--- config.mk ---
export PLATFORM = sky130hd
export DESIGN_NAME = shift_acc
export DESIGN_NICKNAME = d
export VERILOG_FILES = /design/src/rtl/dcim_pkg.sv /design/src/rtl/sa_addsub.sv /design/src/rtl/shift_acc.sv
export SDC_FILE = /design/constraint.sdc
export NUM_CORES = 1
export LEC_CHECK = 0
export BUFFER_PORTS_ARGS = -buffer_cell sky130_fd_sc_hd__buf_2
export CELL_PAD_IN_SITES_DETAIL_PLACEMENT = 1
export CELL_PAD_IN_SITES_GLOBAL_PLACEMENT = 2
export CORE_UTILIZATION = 40
export CTS_CLUSTER_DIAMETER = 50
export DETAILED_ROUTE_END_ITERATION = 10
export GPL_TIMING_DRIVEN = 1
export PLACE_DENSITY_LB_ADDON = 0.1
export SYNTH_ARGS = -nofsm -noshare
export SYNTH_HDL_FRONTEND = slang
export SYNTH_SLANG_ARGS = --single-unit
export TNS_END_PERCENT = 1
--- constraint.sdc ---
create_clock -name clk -period 8.1 [get_ports clk]
set_input_delay 0.81 -clock clk [delete_from_list [all_inputs] [get_ports clk]]
set_output_delay 0.81 -clock clk [all_outputs]
set_load 0.02 [all_outputs]
--- src/rtl/dcim_pkg.sv ---
// Shared defaults and types for the bit-serial shift-accumulate block.
// Holds parameter defaults, the control state enum and a counter-width helper.
package dcim_pkg;

    localparam int PSUM_W_DEF  = 27;
    localparam int ACC_W_DEF   = 51;
    localparam int IN_BITS_DEF = 8;

    typedef enum logic [0:0] {
        ACCUM = 1'b0,
        HOLD  = 1'b1
    } sa_state_t;

    // Beat counter width; never zero even for a single-beat configuration.
    function automatic int cnt_width(input int n);
        return (n > 1) ? $clog2(n) : 1;
    endfunction

endpackage

--- src/rtl/sa_addsub.sv ---
// Combinational beat datapath: sign-extend a partial sum, weight it by its
// bit position and either load, add or subtract it against the accumulator.
module sa_addsub #(
    parameter int PSUM_W = 27,
    parameter int ACC_W  = 51,
    parameter int CNT_W  = 3
) (
    input  logic [PSUM_W-1:0] i_psum,
    input  logic [ACC_W-1:0]  i_acc,
    input  logic [CNT_W-1:0]  i_shamt,
    input  logic              i_first,
    input  logic              i_subtract,
    output logic [ACC_W-1:0]  o_sum
);

    logic [ACC_W-1:0] w_ext;
    logic [ACC_W-1:0] w_term;
    logic [ACC_W-1:0] w_base;

    // Weighted term and wrap-around add/subtract; the first beat starts from zero.
    always_comb begin
        w_ext  = {{(ACC_W-PSUM_W){i_psum[PSUM_W-1]}}, i_psum};
        w_term = w_ext << i_shamt;
        if (i_first) begin
            w_base = {ACC_W{1'b0}};
        end else begin
            w_base = i_acc;
        end
        if (i_subtract) begin
            o_sum = w_base - w_term;
        end else begin
            o_sum = w_base + w_term;
        end
    end

endmodule

--- src/rtl/shift_acc.sv ---
// Bit-serial shift-accumulator: folds IN_BITS partial-sum beats (LSB first)
// into one signed result and holds it until the consumer takes it.
module shift_acc #(
    parameter int PSUM_W  = dcim_pkg::PSUM_W_DEF,
    parameter int ACC_W   = dcim_pkg::ACC_W_DEF,
    parameter int IN_BITS = dcim_pkg::IN_BITS_DEF
) (
    input  logic              clk,
    input  logic              rst,
    input  logic              acc_clr,
    input  logic              in_signed,
    input  logic              in_valid,
    output logic              in_ready,
    input  logic [PSUM_W-1:0] psum,
    output logic              out_valid,
    input  logic              out_ready,
    output logic [ACC_W-1:0]  out_data
);

    import dcim_pkg::*;

    localparam int               CNT_W    = cnt_width(IN_BITS);
    localparam logic [CNT_W-1:0] LAST_CNT = CNT_W'(IN_BITS - 1);

    sa_state_t        r_state;
    sa_state_t        w_state_nxt;
    logic [CNT_W-1:0] r_cnt;
    logic [CNT_W-1:0] w_cnt_nxt;
    logic [ACC_W-1:0] r_acc;
    logic [ACC_W-1:0] r_out_data;
    logic             r_sign;

    logic             w_beat;
    logic             w_first;
    logic             w_last;
    logic             w_sub;
    logic             w_xfer;
    logic [ACC_W-1:0] w_sum;

    assign in_ready  = (r_state == ACCUM);
    assign out_valid = (r_state == HOLD);
    assign out_data  = r_out_data;

    // acc_clr blocks the beat so an aborted cycle never touches the accumulator.
    assign w_beat  = in_valid && in_ready && !acc_clr;
    assign w_xfer  = out_valid && out_ready;
    assign w_first = (r_cnt == {CNT_W{1'b0}});
    assign w_last  = (r_cnt == LAST_CNT);
    // On a single-beat configuration the sign flag is not latched yet, so use the live input.
    assign w_sub   = w_last && (w_first ? in_signed : r_sign);

    sa_addsub #(
        .PSUM_W (PSUM_W),
        .ACC_W  (ACC_W),
        .CNT_W  (CNT_W)
    ) u_addsub (
        .i_psum     (psum),
        .i_acc      (r_acc),
        .i_shamt    (r_cnt),
        .i_first    (w_first),
        .i_subtract (w_sub),
        .o_sum      (w_sum)
    );

    // Next-state and beat-counter logic; acc_clr overrides every other event.
    always_comb begin
        w_state_nxt = r_state;
        w_cnt_nxt   = r_cnt;
        if (acc_clr) begin
            w_state_nxt = ACCUM;
            w_cnt_nxt   = {CNT_W{1'b0}};
        end else begin
            case (r_state)
                ACCUM: begin
                    if (w_beat) begin
                        if (w_last) begin
                            w_state_nxt = HOLD;
                            w_cnt_nxt   = {CNT_W{1'b0}};
                        end else begin
                            w_state_nxt = ACCUM;
                            w_cnt_nxt   = r_cnt + CNT_W'(1);
                        end
                    end else begin
                        w_state_nxt = ACCUM;
                        w_cnt_nxt   = r_cnt;
                    end
                end
                HOLD: begin
                    if (w_xfer) begin
                        w_state_nxt = ACCUM;
                        w_cnt_nxt   = {CNT_W{1'b0}};
                    end else begin
                        w_state_nxt = HOLD;
                        w_cnt_nxt   = r_cnt;
                    end
                end
                default: begin
                    w_state_nxt = ACCUM;
                    w_cnt_nxt   = {CNT_W{1'b0}};
                end
            endcase
        end
    end

    // Control state register.
    always_ff @(posedge clk or posedge rst) begin
        if (rst) begin
            r_state <= ACCUM;
            r_cnt   <= {CNT_W{1'b0}};
        end else begin
            r_state <= w_state_nxt;
            r_cnt   <= w_cnt_nxt;
        end
    end

    // Accumulator, latched sign flag and result register.
    always_ff @(posedge clk or posedge rst) begin
        if (rst) begin
            r_acc      <= {ACC_W{1'b0}};
            r_sign     <= 1'b0;
            r_out_data <= {ACC_W{1'b0}};
        end else begin
            if (w_beat) begin
                r_acc <= w_sum;
            end
            if (w_beat && w_first) begin
                r_sign <= in_signed;
            end
            if (w_beat && w_last) begin
                r_out_data <= w_sum;
            end
        end
    end

endmodule

==> impl_metrics.env, run 1 <==
export IMPL_status="complete, no violations"
export IMPL_gr_usage_all_layers_pct=24.0
export IMPL_synthesis_area_um2=9620
export IMPL_grt_max_degree=98
export IMPL_clock_skew_ns=0.0165
export IMPL_cp_data_arrival_time_ns=6.86
export IMPL_final_hold_violation_count=0
export IMPL_syn_to_final_growth_pct=9.40
export IMPL_hp_class="reg -> reg"
export IMPL_grt_pass1_wl_um=46700
export IMPL_ys_seq_area_share_pct=27.8
export IMPL_drive_gt1_share_pct=12.8
export IMPL_fin_util_pct=44.7
export IMPL_synthMuxAreaShare_pct=10.6
export IMPL_comb_power_share_pct=40.1
export IMPL_leakagePower_nw=4.81
export IMPL_reg2regPathDepth=18
export IMPL_cts_max_level=3
export IMPL_antenna_found_initial=0
export IMPL_syn_area_per_cell_um2=8.08
export IMPL_yosys_warnings=0
export IMPL_power_w=0.00196
export IMPL_timing_fmax_mhz=151
export IMPL_cts_setup_buffers=0
export IMPL_ctsResizeCount=0
export IMPL_synth_top_family_by_area="compound AO/OA/AOI/OAI gates"
export IMPL_coreArea_um2=23500
export IMPL_synth_edf_count=0
export IMPL_cts_sinks=107
export IMPL_rows=56
export IMPL_cts_root_buf="clkbuf_16"
export IMPL_initial_core_util_pct=40.9
export IMPL_route_detailed_drc=0
export IMPL_antenna_cells=0
export IMPL_synth_fp_nets=1279
export IMPL_wirelength_um=28200
export IMPL_drt_pass1_iter_count=5
export IMPL_crit_path_start="r_cnt[2]"
export IMPL_die_h_um=157
export IMPL_synth_cells=1191
export IMPL_cp_max_fo=53
export IMPL_reg2reg_slack_ns=1.46
export IMPL_nets=1310
export IMPL_layout_commonest_cell="nand2_1"
export IMPL_rsz0062_at_grt="no"
export IMPL_dp_hpwl_um=21200
export IMPL_async_flop_share_pct=100
export IMPL_worstMarginPinSlew_ns=1.08
export IMPL_end_kind="flip-flop"
export IMPL_numCtsBuffers=9
export IMPL_drt_iter0_markers=390
export IMPL_vias=8689
export IMPL_synth_xor_area_share_pct=6.37
export IMPL_p_sw_share_pct=38.3
export IMPL_ir_drop_uv=91.7
export IMPL_drv_cap=0
export IMPL_clock_latency_ns=0.37
export IMPL_reg2reg_to="out_data[44]"
export IMPL_dp_slack_ns=1.48
export IMPL_grt_ovfl_total=0
export IMPL_p_seq_share_pct=33.9
export IMPL_ant_nets=0
export IMPL_r2r_start="r_cnt[2]"
export IMPL_min_period_ns=6.64
export IMPL_setup_slack_ns=1.46
export IMPL_die_area_um2=24700
export IMPL_synth_compound_area_share_pct=22.6
export IMPL_max_slew_margin_rel_pct=28.1
export IMPL_setup_viol=0
export IMPL_hp_start="r_acc[1]"
export IMPL_hold_path_depth=2
export IMPL_worstPathRequired_ns=8.32
export IMPL_cp_start_kind="flip-flop"
export IMPL_fp_dieW_um=157
export IMPL_synthAdderAreaFrac_pct=7.23
export IMPL_cts_hold_buffers=0
export IMPL_io_buffers=85
export IMPL_whs_endpoint="r_acc[1]"
export IMPL_clkPwrFrac_pct=26.0
export IMPL_gp_congestion=0.886
export IMPL_final_cell_mix="184 x nand2_1, 135 x o21ai_0, 105 x dfrtp_1, 86 x a21oi_1, 85 x buf_2"
export IMPL_finalSetupTns_ns=0
export IMPL_via_per_inst=5.62
export IMPL_powerDensity_nw_per_um2=186
export IMPL_io_pins=86
export IMPL_synth_seq_cells=107
export IMPL_clockBufferDepth=2
export IMPL_grt_pass1_vias=8708
export IMPL_ys_types=70
export IMPL_clkSlewWorstSetupHoldPaths_ns=0.09
export IMPL_final_max_slew_viol_count=0
export IMPL_post_route_period_util_pct=82.0
export IMPL_wl_per_cell_um=18.3
export IMPL_post_synth_and_or_nand_nor_area_fraction_pct=20.9
export IMPL_fill_cells=2934
export IMPL_power_switching_w=0.000749
export IMPL_cts_tree="built"
export IMPL_p_int_w=0.00121
export IMPL_worstSetupPathType="reg -> reg"
export IMPL_ys_flop_type="dfrtp_1"
-- Yosys cell counts (all sizes together) (6+ instances only) --
cell	count	area, um^2
mux2	10	113
nor3	14	75.1
and3	6	37.5
o21a	11	82.6
inv	25	93.8
nand3	30	150
a21o	25	188
xnor2	40	350
nand4	13	81.3
mux4	14	315
a21oi	86	430
nand2b	10	70.1
mux2i	59	591
nor2	63	236
nor2b	15	93.8
a211oi	8	60.1
o21ai	136	684
buf	21	139
and4	9	78.8
o21bai	10	75.1
a31oi	13	81.3
nand2	185	694
o31ai	17	141
ha	54	676
xor2	30	263
o211ai	6	45.0
clkbuf	53	199
dfrtp	107	2680
and2	56	350
-- registers in the layout, summed over array words and instances (netlist names) --
name / cells
r_cnt: 3
out_data: 51
r_acc: 51
out_valid: 1
r_sign: 1
-- logic make-up (layout without fill, tap and decap cells) --
family / Yosys count / in the layout
compound gates: 357 / 357
xor+xnor: 70 / 70
fa+ha+maj: 55 / 55
buf+inv: 99 / 135
flops: 107 / 107
mux: 83 / 83
simple gates: 420 / 420
-- critical path, stage by stage (launching register included) --
cell	delay (ns)
dfrtp_2	1.06
inv_1	0.53
nand3_1	0.24
ha_1	0.24
inv_1	0.07
a211o_1	0.29
or4_4	0.66
o41ai_1	0.28
a21oi_1	0.10
or3_1	0.36
ha_1	0.43
nand2_1	0.13
o21bai_1	0.15
o41ai_1	0.12
o311ai_0	0.88
o21ai_0	0.30
o31ai_1	0.35
xnor2_1	0.17
o21ai_0	0.10
-- layout make-up --
type	count	area, um^2	share of cell area [%]
Tap cell	319	399	3.79
Inverter	25	96.3	0.915
Sequential cell	107	2680	25.5
Clock buffer	10	239	2.27
Clock inverter	6	93.8	0.892
Multi-Input combinational cell	985	6520	62.0
Timing Repair Buffer	94	493	4.68
-- layer usage --
layer | global-route usage, % | vias up | share of wire (%)
li1 | - | 4332 | -
met1 | 34.1 | 4225 | 51
met2 | 39.2 | 110 | 46
met3 | 2.01 | 22 | 2.0
met4 | 5.69 | 0 | 1.2
met5 | 0 | - | 0
-- metrics by stage --
stage | cells | instance area (um^2) | hold slack (ns)
after global routing | 1546 | 10500 | 0.497
final | 1546 | 10500 | 0.475
after floorplan | 1191 | 9620 | 0.437
after CTS | 1546 | 10500 | 0.481
after global placement | 1530 | 10200 | 0.454
after detailed placement | 1530 | 10200 | 0.460
-- how the worst max path moves through the flow --
stage,cells past startpoint,to
after detailed placement,18,r_acc[44]
after CTS,18,out_data[44]
after global placement,18,out_data[44]
final,18,out_data[44]
after global routing,17,out_data[44]
after floorplan,20,out_data[49]
-- power groups by stage --
stage,registers (W),clock network (W),logic [W]
5_1_grt,0.000676,0.000543,0.000886
6_report,0.000663,0.000509,0.000783
3_5_place_dp,0.000672,0,0.000783
3_3_place_gp,0.000668,0,0.000772
4_1_cts,0.000663,0.000528,0.000788
2_1_floorplan,0.000655,0,0.000602
Power figures use the tool's default switching activity.
==> run 2, diff against run 1 <==
--- a/config.mk
+++ b/config.mk
@@ -5,10 +5,11 @@
 export SDC_FILE = /design/constraint.sdc
 export NUM_CORES = 1
 export LEC_CHECK = 0
+export ABC_AREA = 1
 export BUFFER_PORTS_ARGS = -buffer_cell sky130_fd_sc_hd__buf_2
 export CELL_PAD_IN_SITES_DETAIL_PLACEMENT = 1
 export CELL_PAD_IN_SITES_GLOBAL_PLACEMENT = 2
-export CORE_UTILIZATION = 40
+export CORE_UTILIZATION = 34
 export CTS_CLUSTER_DIAMETER = 50
 export DETAILED_ROUTE_END_ITERATION = 10
 export GPL_TIMING_DRIVEN = 1
==> constraint.sdc (replaced) <==
create_clock -name clk -period 6.7 [get_ports clk]
set_input_delay 0.67 -clock clk [delete_from_list [all_inputs] [get_ports clk]]
set_output_delay 0.67 -clock clk [all_outputs]
set_load 0.02 [all_outputs]
==> run 2 against run 1 <==
Clock power is 28% higher. Fmax is 25% higher. Cell area is 6.6% higher. Sequential share of layout area is 1.6 points lower. Highest routed layer unchanged.
==> impl_metrics.env, run 2 <==
export IMPL_crit_path_start="r_cnt[0]"
export IMPL_grt_ovfl_total=0
export IMPL_crit_end="r_acc[45]"
export IMPL_timing_fmax_mhz=188
export IMPL_reg2reg_slack_ns=1.39
export IMPL_status="complete, no violations"
export IMPL_drive_gt1_share_pct=12.5
export IMPL_fp_dieW_um=175
export IMPL_layout_commonest_cell="nand2_1"
export IMPL_via_per_inst=5.08
export IMPL_synth_top_cell_area_share_pct=26.3
export IMPL_synth_edf_count=0
export IMPL_fin_util_pct=38.6
export IMPL_synth_area_leaders="dfrtp_1 26%, nand2_1 17%, nand3_1 7.9%"
export IMPL_cp_data_arrival_time_ns=5.54
export IMPL_clkSlewWorstSetupHoldPaths_ns=0.09
export IMPL_rsz0062_at_grt="no"
export IMPL_reg2regPathDepth=24
export IMPL_cp_start_kind="flip-flop"
export IMPL_fill_cells=3885
export IMPL_antenna_found_initial=1
export IMPL_clock_latency_ns=0.39
export IMPL_gp_congestion=0.898
export IMPL_final_hold_violation_count=0
export IMPL_numCtsBuffers=9
export IMPL_die_area_um2=30600
export IMPL_cts_tree="built"
export IMPL_hp_class="in -> async"
export IMPL_grt_pass1_wl_um=60700
export IMPL_powerDensity_nw_per_um2=308
export IMPL_max_slew_margin_rel_pct=44.4
export IMPL_grt_max_degree=62
export IMPL_initial_core_util_pct=35.0
export IMPL_r2r_start="r_cnt[0]"
export IMPL_cts_hold_buffers=0
export IMPL_io_buffers=85
export IMPL_coreArea_um2=29100
export IMPL_nets=1738
export IMPL_ant_nets=0
export IMPL_clock_skew_ns=0.0200
export IMPL_dp_hpwl_um=31100
export IMPL_clockBufferDepth=2
export IMPL_grt_pass1_vias=10780
export IMPL_drt_pass1_iter_count=4
export IMPL_reg2reg_to="r_acc[45]"
export IMPL_drv_cap=0
export IMPL_yosysTopAreaCell="dfrtp_1"
export IMPL_syn_to_final_growth_pct=10.3
export IMPL_post_route_period_util_pct=79.2
export IMPL_end_kind="flip-flop"
export IMPL_wirelength_um=38100
export IMPL_ys_top_cells_by_count="464 x nand2_1, 181 x inv_1, 160 x nand3_1, 155 x nor2_1, 116 x o21ai_0"
export IMPL_synth_seq_cells=107
export IMPL_multiInputGateArea_um2=6480
export IMPL_ir_drop_uv=138
export IMPL_yosysMostFrequentCell="nand2_1"
export IMPL_leakagePower_nw=5.80
export IMPL_route_detailed_drc=0
export IMPL_cp_max_fo=32
export IMPL_worstMarginPinSlew_ns=0.826
export IMPL_setup_viol=0
export IMPL_min_period_ns=5.31
export IMPL_ys_types=49
export IMPL_syn_area_per_cell_um2=6.39
export IMPL_die_h_um=175
export IMPL_vias=10361
export IMPL_synth_cells=1592
export IMPL_cts_max_level=3
export IMPL_ctsResizeCount=0
export IMPL_io_pins=86
export IMPL_ys_seq_area_share_pct=26.3
export IMPL_ys_flop_type="dfrtp_1"
export IMPL_worstSetupPathType="reg -> reg"
export IMPL_synth_fp_nets=1680
export IMPL_wl_per_cell_um=18.7
export IMPL_cts_root_buf="clkbuf_16"
export IMPL_final_max_slew_viol_count=0
export IMPL_design_area_um2=11200
export IMPL_finalSetupTns_ns=0
export IMPL_worstPathRequired_ns=6.93
export IMPL_synthesis_area_um2=10200
export IMPL_async_flop_share_pct=100
export IMPL_final_cell_mix="464 x nand2_1, 179 x inv_1, 160 x nand3_1, 154 x nor2_1, 116 x o21ai_0"
export IMPL_drt_iter0_markers=536
export IMPL_yosys_warnings=0
export IMPL_placed_cell_area_um2=10900
export IMPL_seq_area_um2=2680
export IMPL_gr_usage_all_layers_pct=25.6
export IMPL_cts_sinks=107
export IMPL_cts_setup_buffers=0
export IMPL_rows=62
## run 2: through the flow
stage                     setup slack [ns]  std cells  power [W]  hold slack [ns]
after floorplan                       2.98       1592    0.00221            0.449
after global placement                1.52       2023    0.00278            0.457
after detailed placement              1.39       2023    0.00281            0.466
after CTS                             1.35       2039    0.00348            0.424
after global routing                  1.02       2039    0.00375            0.450
final                                 1.39       2040    0.00346            0.386
## run 2: layout make-up
class | instances | area share (%)
diodes | 1 | 0.0223
clock buffers | 11 | 2.25
clock inverters | 5 | 0.814
inverters | 193 | 6.57
multi-input cells | 1244 | 57.7
flip-flops and latches | 107 | 23.9
well taps | 384 | 4.28
repair buffers | 95 | 4.46
## run 2: per-layer routing
| layer | wire (um) | global-route usage, % | up-vias |
|---|---|---|---|
| li1 | - | - | 5261 |
| met1 | 20800 | 38.9 | 4929 |
| met2 | 15800 | 38.6 | 139 |
| met3 | 898 | 2.55 | 32 |
| met4 | 615 | 5.65 | 0 |
| met5 | 0 | 0 | - |
## run 2: worst max-delay path, stage by stage, from the launching register on
cell and delay, ns:
dfrtp_1 0.42, inv_4 0.32, ha_1 0.21, nand2_1 0.14
nor2_1 0.14, inv_1 0.06, a21oi_2 0.55, inv_2 0.36
nand2_2 0.27, nand2_1 0.10, inv_2 0.20, nand2_2 0.09
nand2_1 0.07, inv_1 0.07, ha_1 0.37, nand2_1 0.10
nor2_1 0.14, inv_1 0.09, nor4_1 0.61, nand2_1 0.11
or2_2 0.37, nand3_1 0.08, nand2_1 0.07, nand3_1 0.10
o21ai_0 0.10
## run 2: logic make-up after synthesis
logic type	after synthesis	synth area share, %
AND/OR/NAND/NOR	896	39.1
AO/OA/AOI/OAI	239	13.1
XOR/XNOR	54	4.65
flip-flops	107	26.3
buffers and inverters	241	9.98
adder cells (fa/ha/maj)	55	6.84
## run 2: how the worst min path moves through the flow
stage	end	start	cells past startpoint	slack (ns)
detailed placement	out_data[48]	out_data[48]	2	0.47
finish	r_acc[36]	rst	2	0.39
CTS	r_acc[39]	rst	2	0.42
global route	r_acc[36]	rst	2	0.45
floorplan	r_acc[35]	r_acc[35]	2	0.45
global placement	out_data[46]	out_data[46]	2	0.46
## run 2: power by group
group / internal, W / switching (W) / total, W
Sequential: 0.000790 / 0.0000656 / 0.000856
Clock: 0.000355 / 0.000295 / 0.000651
Combinational: 0.000590 / 0.00137 / 0.00196
Total: 0.00174 / 0.00173 / 0.00346
